$ cat src/rtl/exu_wbck_arb.sv
// Write-back arbiter for the GPR write port: merges ALU and long-pipe results through
// one registered stage and tracks pending long-pipe destinations for dispatch hazards.
module exu_wbck_arb #(
   parameter int XLEN         = 32,
   parameter int RFIDX_WIDTH  = 5,
   parameter int RFREG_NUM    = 32,
   parameter int STARVE_LIMIT = 4
) (
   input  logic                   clk,
   input  logic                   rst_n,
   input  logic                   alu_wbck_valid,
   output logic                   alu_wbck_ready,
   input  logic [RFIDX_WIDTH-1:0] alu_wbck_idx,
   input  logic [XLEN-1:0]        alu_wbck_data,
   input  logic                   lng_wbck_valid,
   output logic                   lng_wbck_ready,
   input  logic [RFIDX_WIDTH-1:0] lng_wbck_idx,
   input  logic [XLEN-1:0]        lng_wbck_data,
   input  logic                   lng_issue_valid,
   input  logic [RFIDX_WIDTH-1:0] lng_issue_idx,
   input  logic [RFIDX_WIDTH-1:0] chk_src1_idx,
   input  logic [RFIDX_WIDTH-1:0] chk_src2_idx,
   input  logic [RFIDX_WIDTH-1:0] chk_dest_idx,
   output logic                   dep_hazard,
   output logic                   lng_busy,
   output logic                   rf_wbck_ena,
   output logic [RFIDX_WIDTH-1:0] rf_wbck_idx,
   output logic [XLEN-1:0]        rf_wbck_data
);

   localparam int SW = $clog2(STARVE_LIMIT + 1);

   logic [SW-1:0]          starve_cnt;
   logic                   starve_hit;
   logic                   grant_alu;
   logic                   grant_lng;
   logic [RFIDX_WIDTH-1:0] grant_idx;
   logic [XLEN-1:0]        grant_data;
   logic                   wr_ena_d;
   logic [RFREG_NUM-1:0]   pending;

   // Long-pipe has priority unless the ALU has already waited STARVE_LIMIT cycles.
   assign starve_hit = alu_wbck_valid & (starve_cnt == SW'(STARVE_LIMIT));
   assign grant_lng  = lng_wbck_valid & ~starve_hit;
   assign grant_alu  = alu_wbck_valid & ~grant_lng;

   assign alu_wbck_ready = grant_alu;
   assign lng_wbck_ready = grant_lng;

   // NOTE: every output of a combinational block gets a default first so no latch is inferred.
   always_comb begin
      grant_idx  = alu_wbck_idx;
      grant_data = alu_wbck_data;
      if (grant_lng) begin
         grant_idx  = lng_wbck_idx;
         grant_data = lng_wbck_data;
      end
   end

   // Writes to x0 still handshake but never reach the regfile.
   assign wr_ena_d = (grant_alu | grant_lng) & (grant_idx != '0);

   // NOTE: sequential state uses non-blocking assignments so all registers update together.
   always_ff @(posedge clk or negedge rst_n) begin
      if (!rst_n) begin
         starve_cnt <= '0;
      end else if (alu_wbck_valid & ~grant_alu) begin
         if (starve_cnt != SW'(STARVE_LIMIT)) starve_cnt <= starve_cnt + 1'b1;
      end else begin
         starve_cnt <= '0;
      end
   end

   always_ff @(posedge clk or negedge rst_n) begin
      if (!rst_n) begin
         rf_wbck_ena  <= 1'b0;
         rf_wbck_idx  <= '0;
         rf_wbck_data <= '0;
      end else begin
         rf_wbck_ena <= wr_ena_d;
         if (wr_ena_d) begin
            rf_wbck_idx  <= grant_idx;
            rf_wbck_data <= grant_data;
         end
      end
   end

   // NOTE: the scoreboard is a flop array, not RAM, so it is reset like any other state.
   // Set beats clear so a re-issue on the retiring edge keeps the entry pending.
   always_ff @(posedge clk or negedge rst_n) begin
      if (!rst_n) begin
         pending <= '0;
      end else begin
         pending[0] <= 1'b0;
         for (int i = 1; i < RFREG_NUM; i++) begin
            if (lng_issue_valid && (lng_issue_idx == RFIDX_WIDTH'(i)))
               pending[i] <= 1'b1;
            else if (rf_wbck_ena && (rf_wbck_idx == RFIDX_WIDTH'(i)))
               pending[i] <= 1'b0;
         end
      end
   end

   assign dep_hazard = pending[chk_src1_idx] | pending[chk_src2_idx] | pending[chk_dest_idx];
   assign lng_busy   = |pending;

endmodule

$ cat config.mk
export PLATFORM = sky130hd
export DESIGN_NAME = exu_wbck_arb
export DESIGN_NICKNAME = d
export VERILOG_FILES = /design/src/rtl/exu_wbck_arb.sv
export SDC_FILE = /design/constraint.sdc
export NUM_CORES = 1
export LEC_CHECK = 0
export ABC_AREA = 1
export CAP_MARGIN = 20
export CORE_MARGIN = 4
export CORE_UTILIZATION = 30
export DETAILED_ROUTE_END_ITERATION = 12
export MAX_ROUTING_LAYER = met4
export PLACE_DENSITY = 0.63
export SYNTH_ARGS = -nofsm -noshare
export SYNTH_HDL_FRONTEND = slang
export SYNTH_SLANG_ARGS = --single-unit
$ cat constraint.sdc
create_clock -name clk -period 2 [get_ports clk]
set_input_delay 0.3 -clock clk [delete_from_list [all_inputs] [get_ports clk]]
set_output_delay 0.3 -clock clk [all_outputs]
set_load 0.02 [all_outputs]
==> metrics.txt, run 1 <==
# TYPE chip_impl_metric gauge
chip_impl_metric{name="grt_usage",unit=""} 0.187
chip_impl_metric{name="clkLatencyLatePin",unit="ns"} 0.33
chip_impl_metric{name="report.final.setup_viol",unit=""} 0
chip_impl_metric{name="ys_types",unit=""} 25
chip_impl_info{name="worstSetupEndpointType",value="register"} 1
chip_impl_metric{name="power_density",unit="mW/mm^2"} 837
chip_impl_info{name="topRoutingLayerUsed",value="met4"} 1
chip_impl_metric{name="antennaDiodeCount",unit=""} 0
chip_impl_metric{name="ys_seq_area_frac",unit=""} 0.384
chip_impl_metric{name="layout.nets",unit=""} 1021
chip_impl_metric{name="global_route_wire_length_before_repair",unit="mm"} 25.8
chip_impl_metric{name="fin_crit_sh",unit=""} 0.971
chip_impl_metric{name="layout-area-overhead-vs-synth",unit="%"} 51.9
chip_impl_metric{name="placement_rows",unit=""} 45
chip_impl_metric{name="yosys_warnings",unit=""} 0
chip_impl_info{name="cp_common_cell",value="nand2_4"} 1
chip_impl_metric{name="post-dp-hpwl",unit="mm"} 12.4
chip_impl_metric{name="route.layer.met1.wl",unit="mm"} 7.07
chip_impl_info{name="synth.area.top_cells",value="dfrtp_1 38%, nand2_1 30%, nand3_1 12%"} 1
chip_impl_info{name="cts_tree",value="done"} 1
chip_impl_metric{name="via_count_of_the_first_global_routing_pass",unit=""} 5111
chip_impl_metric{name="synthesis.instances",unit=""} 755
chip_impl_metric{name="syn_avg_cell_area",unit="um^2"} 6.21
chip_impl_metric{name="starting_density",unit=""} 0.307
chip_impl_metric{name="timing.max_cap.violations",unit=""} 0
chip_impl_metric{name="max_stage_delay",unit="ns"} 0.39
chip_impl_metric{name="postLayoutSetupSlackWorst",unit="ns"} 0.0586
chip_impl_metric{name="cp.arrival",unit="ns"} 2.20
chip_impl_metric{name="post_detailed_route_wirelength_per_cell",unit="um"} 14.7
chip_impl_info{name="crit_path_top_delay_cell",value="dfrtp_1"} 1
chip_impl_metric{name="timing.final.hold_violations",unit=""} 0
chip_impl_metric{name="ir_worst_vdd",unit="mV"} 0.446
chip_impl_metric{name="globalRoute.totalOverflow",unit=""} 0
chip_impl_metric{name="met2RoutedLength",unit="mm"} 7.78
chip_impl_info{name="worst_hold_path_type",value="register to register"} 1
chip_impl_metric{name="worst_margin_slew",unit="ns"} 0.559
chip_impl_metric{name="number_of_h_tree_branching_levels",unit=""} 3
chip_impl_metric{name="drt-initial-drc-count",unit=""} 312
chip_impl_metric{name="timing.critical_path.buf_inv",unit=""} 4
chip_impl_metric{name="cellLeakagePower",unit="nW"} 3.61
chip_impl_metric{name="post_synth_instance_area",unit="mm^2"} 0.00469
chip_impl_metric{name="place_ws",unit="ns"} -0.466
chip_impl_metric{name="postSynthRegisterBits",unit=""} 72
chip_impl_metric{name="portBuffers",unit=""} 140
chip_impl_metric{name="crit_fanout",unit=""} 9
chip_impl_metric{name="gp_routability_congestion",unit=""} 0.909
chip_impl_metric{name="post_route_cells_drive_above_1_share",unit=""} 0.104
chip_impl_info{name="critPathTopFamily",value="simple AND/OR/NAND/NOR gates"} 1
chip_impl_metric{name="die_width",unit="um"} 133
chip_impl_info{name="crit_path_start_kind",value="register"} 1
chip_impl_metric{name="core_box_area",unit="mm^2"} 0.0153
chip_impl_metric{name="finalWorstPathRequiredPeriod",unit="ns"} 1.94
chip_impl_metric{name="r2r_slack",unit="ns"} 0.06
chip_impl_metric{name="number_of_vias_per_cell",unit=""} 4.69
chip_impl_info{name="run_status",value="finished, final reports clean"} 1
chip_impl_metric{name="grt_start_max_net_pins",unit=""} 31
chip_impl_metric{name="drt.antenna.violating_nets",unit=""} 0
chip_impl_metric{name="clk_pin_slew_worst_paths",unit="ns"} 0.06
chip_impl_metric{name="numClockSinks",unit=""} 72
chip_impl_metric{name="io_pins",unit=""} 141
chip_impl_metric{name="dr.pass1.iters",unit=""} 5
chip_impl_metric{name="clk_path_buf_depth",unit=""} 2
chip_impl_info{name="post-synth-top-area-cell",value="dfrtp_1"} 1
chip_impl_metric{name="dieArea",unit="mm^2"} 0.0177
chip_impl_metric{name="cp_data_required_time",unit="ns"} 2.26
chip_impl_metric{name="vias_after_detailed_routing",unit=""} 5324
chip_impl_metric{name="synthesis.nets",unit=""} 856
chip_impl_metric{name="layout.filler_cells",unit=""} 1584
chip_impl_metric{name="timing.clock.skew",unit="ns"} 0.00426
chip_impl_metric{name="die-height",unit="um"} 133
chip_impl_info{name="clk_root_buffer_cell",value="clkbuf_16"} 1
chip_impl_info{name="rsz_0062_raised_after_global_routing",value="true"} 1
chip_impl_metric{name="numCtsBuffers",unit=""} 9
chip_impl_info{name="critical_path_class",value="register to register"} 1
chip_impl_metric{name="timing_max_transition_violations_final",unit=""} 0
chip_impl_info{name="path_cells",value="inv_1 -> ha_2 -> nand3_2 -> nand2_4 -> inv_8 -> buf_6 -> nand2_4 -> nand2_4 -> nor2_4 -> nand3_4 -> nand2_8 -> buf_6 -> nand2_1 -> nand2_1"} 1
chip_impl_metric{name="post-synth-top-area-fraction",unit=""} 0.384
chip_impl_metric{name="design_power_total",unit="mW"} 5.96
chip_impl_metric{name="worst_slew_margin_rel",unit=""} 0.627
chip_impl_metric{name="grt_antenna_before_repair",unit=""} 0
chip_impl_metric{name="postRouteWirelength",unit="mm"} 16.7
chip_impl_metric{name="post-route-drc-count",unit=""} 0
chip_impl_metric{name="fmax",unit="MHz"} 515
chip_impl_metric{name="met3RoutedLength",unit="mm"} 1.50
[worst reg2reg max path, stage by stage, from the launching register on]
cell and delay, ns:
dfrtp_1 0.39, inv_1 0.07, ha_2 0.18, nand3_2 0.09, nand2_4 0.13, inv_8 0.06
buf_6 0.12, nand2_4 0.05, nand2_4 0.06, nor2_4 0.12, nand3_4 0.16, nand2_8 0.18
buf_6 0.13, nand2_1 0.05, nand2_1 0.08
[timing repair]
action	4_1_cts	5_1_grt
gates cloned	0	4
pin swaps	1	11
setup endpoints to repair	4	42
hold buffers	1	0
resized for setup	22	44
endpoints found under the hold margin	19	0
buffers inserted	0	5
[kinds of logic (layout without fill, tap and decap cells)]
logic type	Yosys count	count (layout)	synth area share
simple gates	541	541	0.475
flops	72	72	0.384
fa+ha+maj	2	2	0.00534
buf+inv	103	273	0.0931
compound gates	36	36	0.0403
xor+xnor	1	1	0.00187
[registers in the layout, summed over array words and instances, names as in the netlist]
| register | flops |
|---|---|
| rf_wbck_data | 32 |
| rf_wbck_ena | 1 |
| starve_cnt | 3 |
| rf_wbck_idx | 5 |
| pending | 31 |
[metal layers]
metal,track usage,vias to the layer above
li1,-,2694
met5,-,-
met1,0.232,2386
met3,0.0529,26
met4,0.0589,0
met2,0.294,218
[through the flow]
stage,hold slack (ns),std cells,util,cell area [um^2],TNS (ns)
after CTS,0.465,1127,0.450,6870,-0.0189
after global placement,0.309,1110,0.429,6540,-3.64
final,0.467,1136,0.467,7120,0
after global routing,0.488,1136,0.467,7120,-0.411
after detailed placement,0.322,1110,0.429,6540,-3.52
after floorplan,0.00441,755,-,4690,0
[power by group]
part	total, mW	leakage, nW	internal, mW	switching, mW
registers	2.35	0.846	1.83	0.517
clock network	1.64	0.148	1.03	0.614
logic	1.97	2.62	0.864	1.10
[layout by cell type (no fill, tap or decap), types with 3 or more instances in the layout]
cell type / count
o21ai_0: 31
buf_6: 10
clkdlybuf4s50_1: 127
dfrtp_1: 68
buf_4: 30
buf_2: 3
nand2_1: 369
inv_2: 4
nor2_1: 33
dfrtp_2: 4
nand2_4: 5
dlymetal6s2s_1: 7
nand2_2: 3
nand3_1: 115
buf_12: 7
clkbuf_16: 12
nand4_1: 5
inv_1: 62
[synthesized netlist by cell type]
library cell  count
buf_1             4
buf_4             2
buf_6             5
xnor2_1           1
inv_2             1
nor2_1           35
dfrtp_1          72
nand3_4           1
nor2_4            1
nor4_1            2
nand4_1           5
clkbuf_1         21
o211ai_1          2
nand3_1         116
inv_1            66
nand2_1         375
o21ai_0          31
nand3b_1          1
buf_2             4
o21ai_1           1
ha_1              2
o31ai_1           1
nand2_2           3
a31oi_1           1
nor3_1            2
[cell type report]
cell class	count	area [um^2]	area share
Multi-Input combinational cell	580	2530	0.355
Sequential cell	72	1810	0.254
Clock buffer	11	253	0.0355
Timing Repair Buffer	190	1960	0.275
Tap cell	211	264	0.0371
Clock inverter	5	55.1	0.00773
Inverter	67	259	0.0364
[path summary, 6_finish.rpt]
check	from	endpoint	cells past startpoint
max	starve_cnt[0]	rf_wbck_data[15]	14
max reg2reg	starve_cnt[0]	rf_wbck_data[15]	14
min in group asynchronous	rst_n	rf_wbck_data[3]	2
min reg2reg	rf_wbck_data[23]	rf_wbck_data[23]	2
max in group asynchronous	rst_n	pending[19]	3
min	rf_wbck_data[23]	rf_wbck_data[23]	2
(Power assumes the default switching activity.)
==> run 2, diff against run 1 <==
Settings changed: CAP_MARGIN 20 to 30.
==> results of run 2 <==
The final DEF is identical to that of run 1; final timing and power are the same.
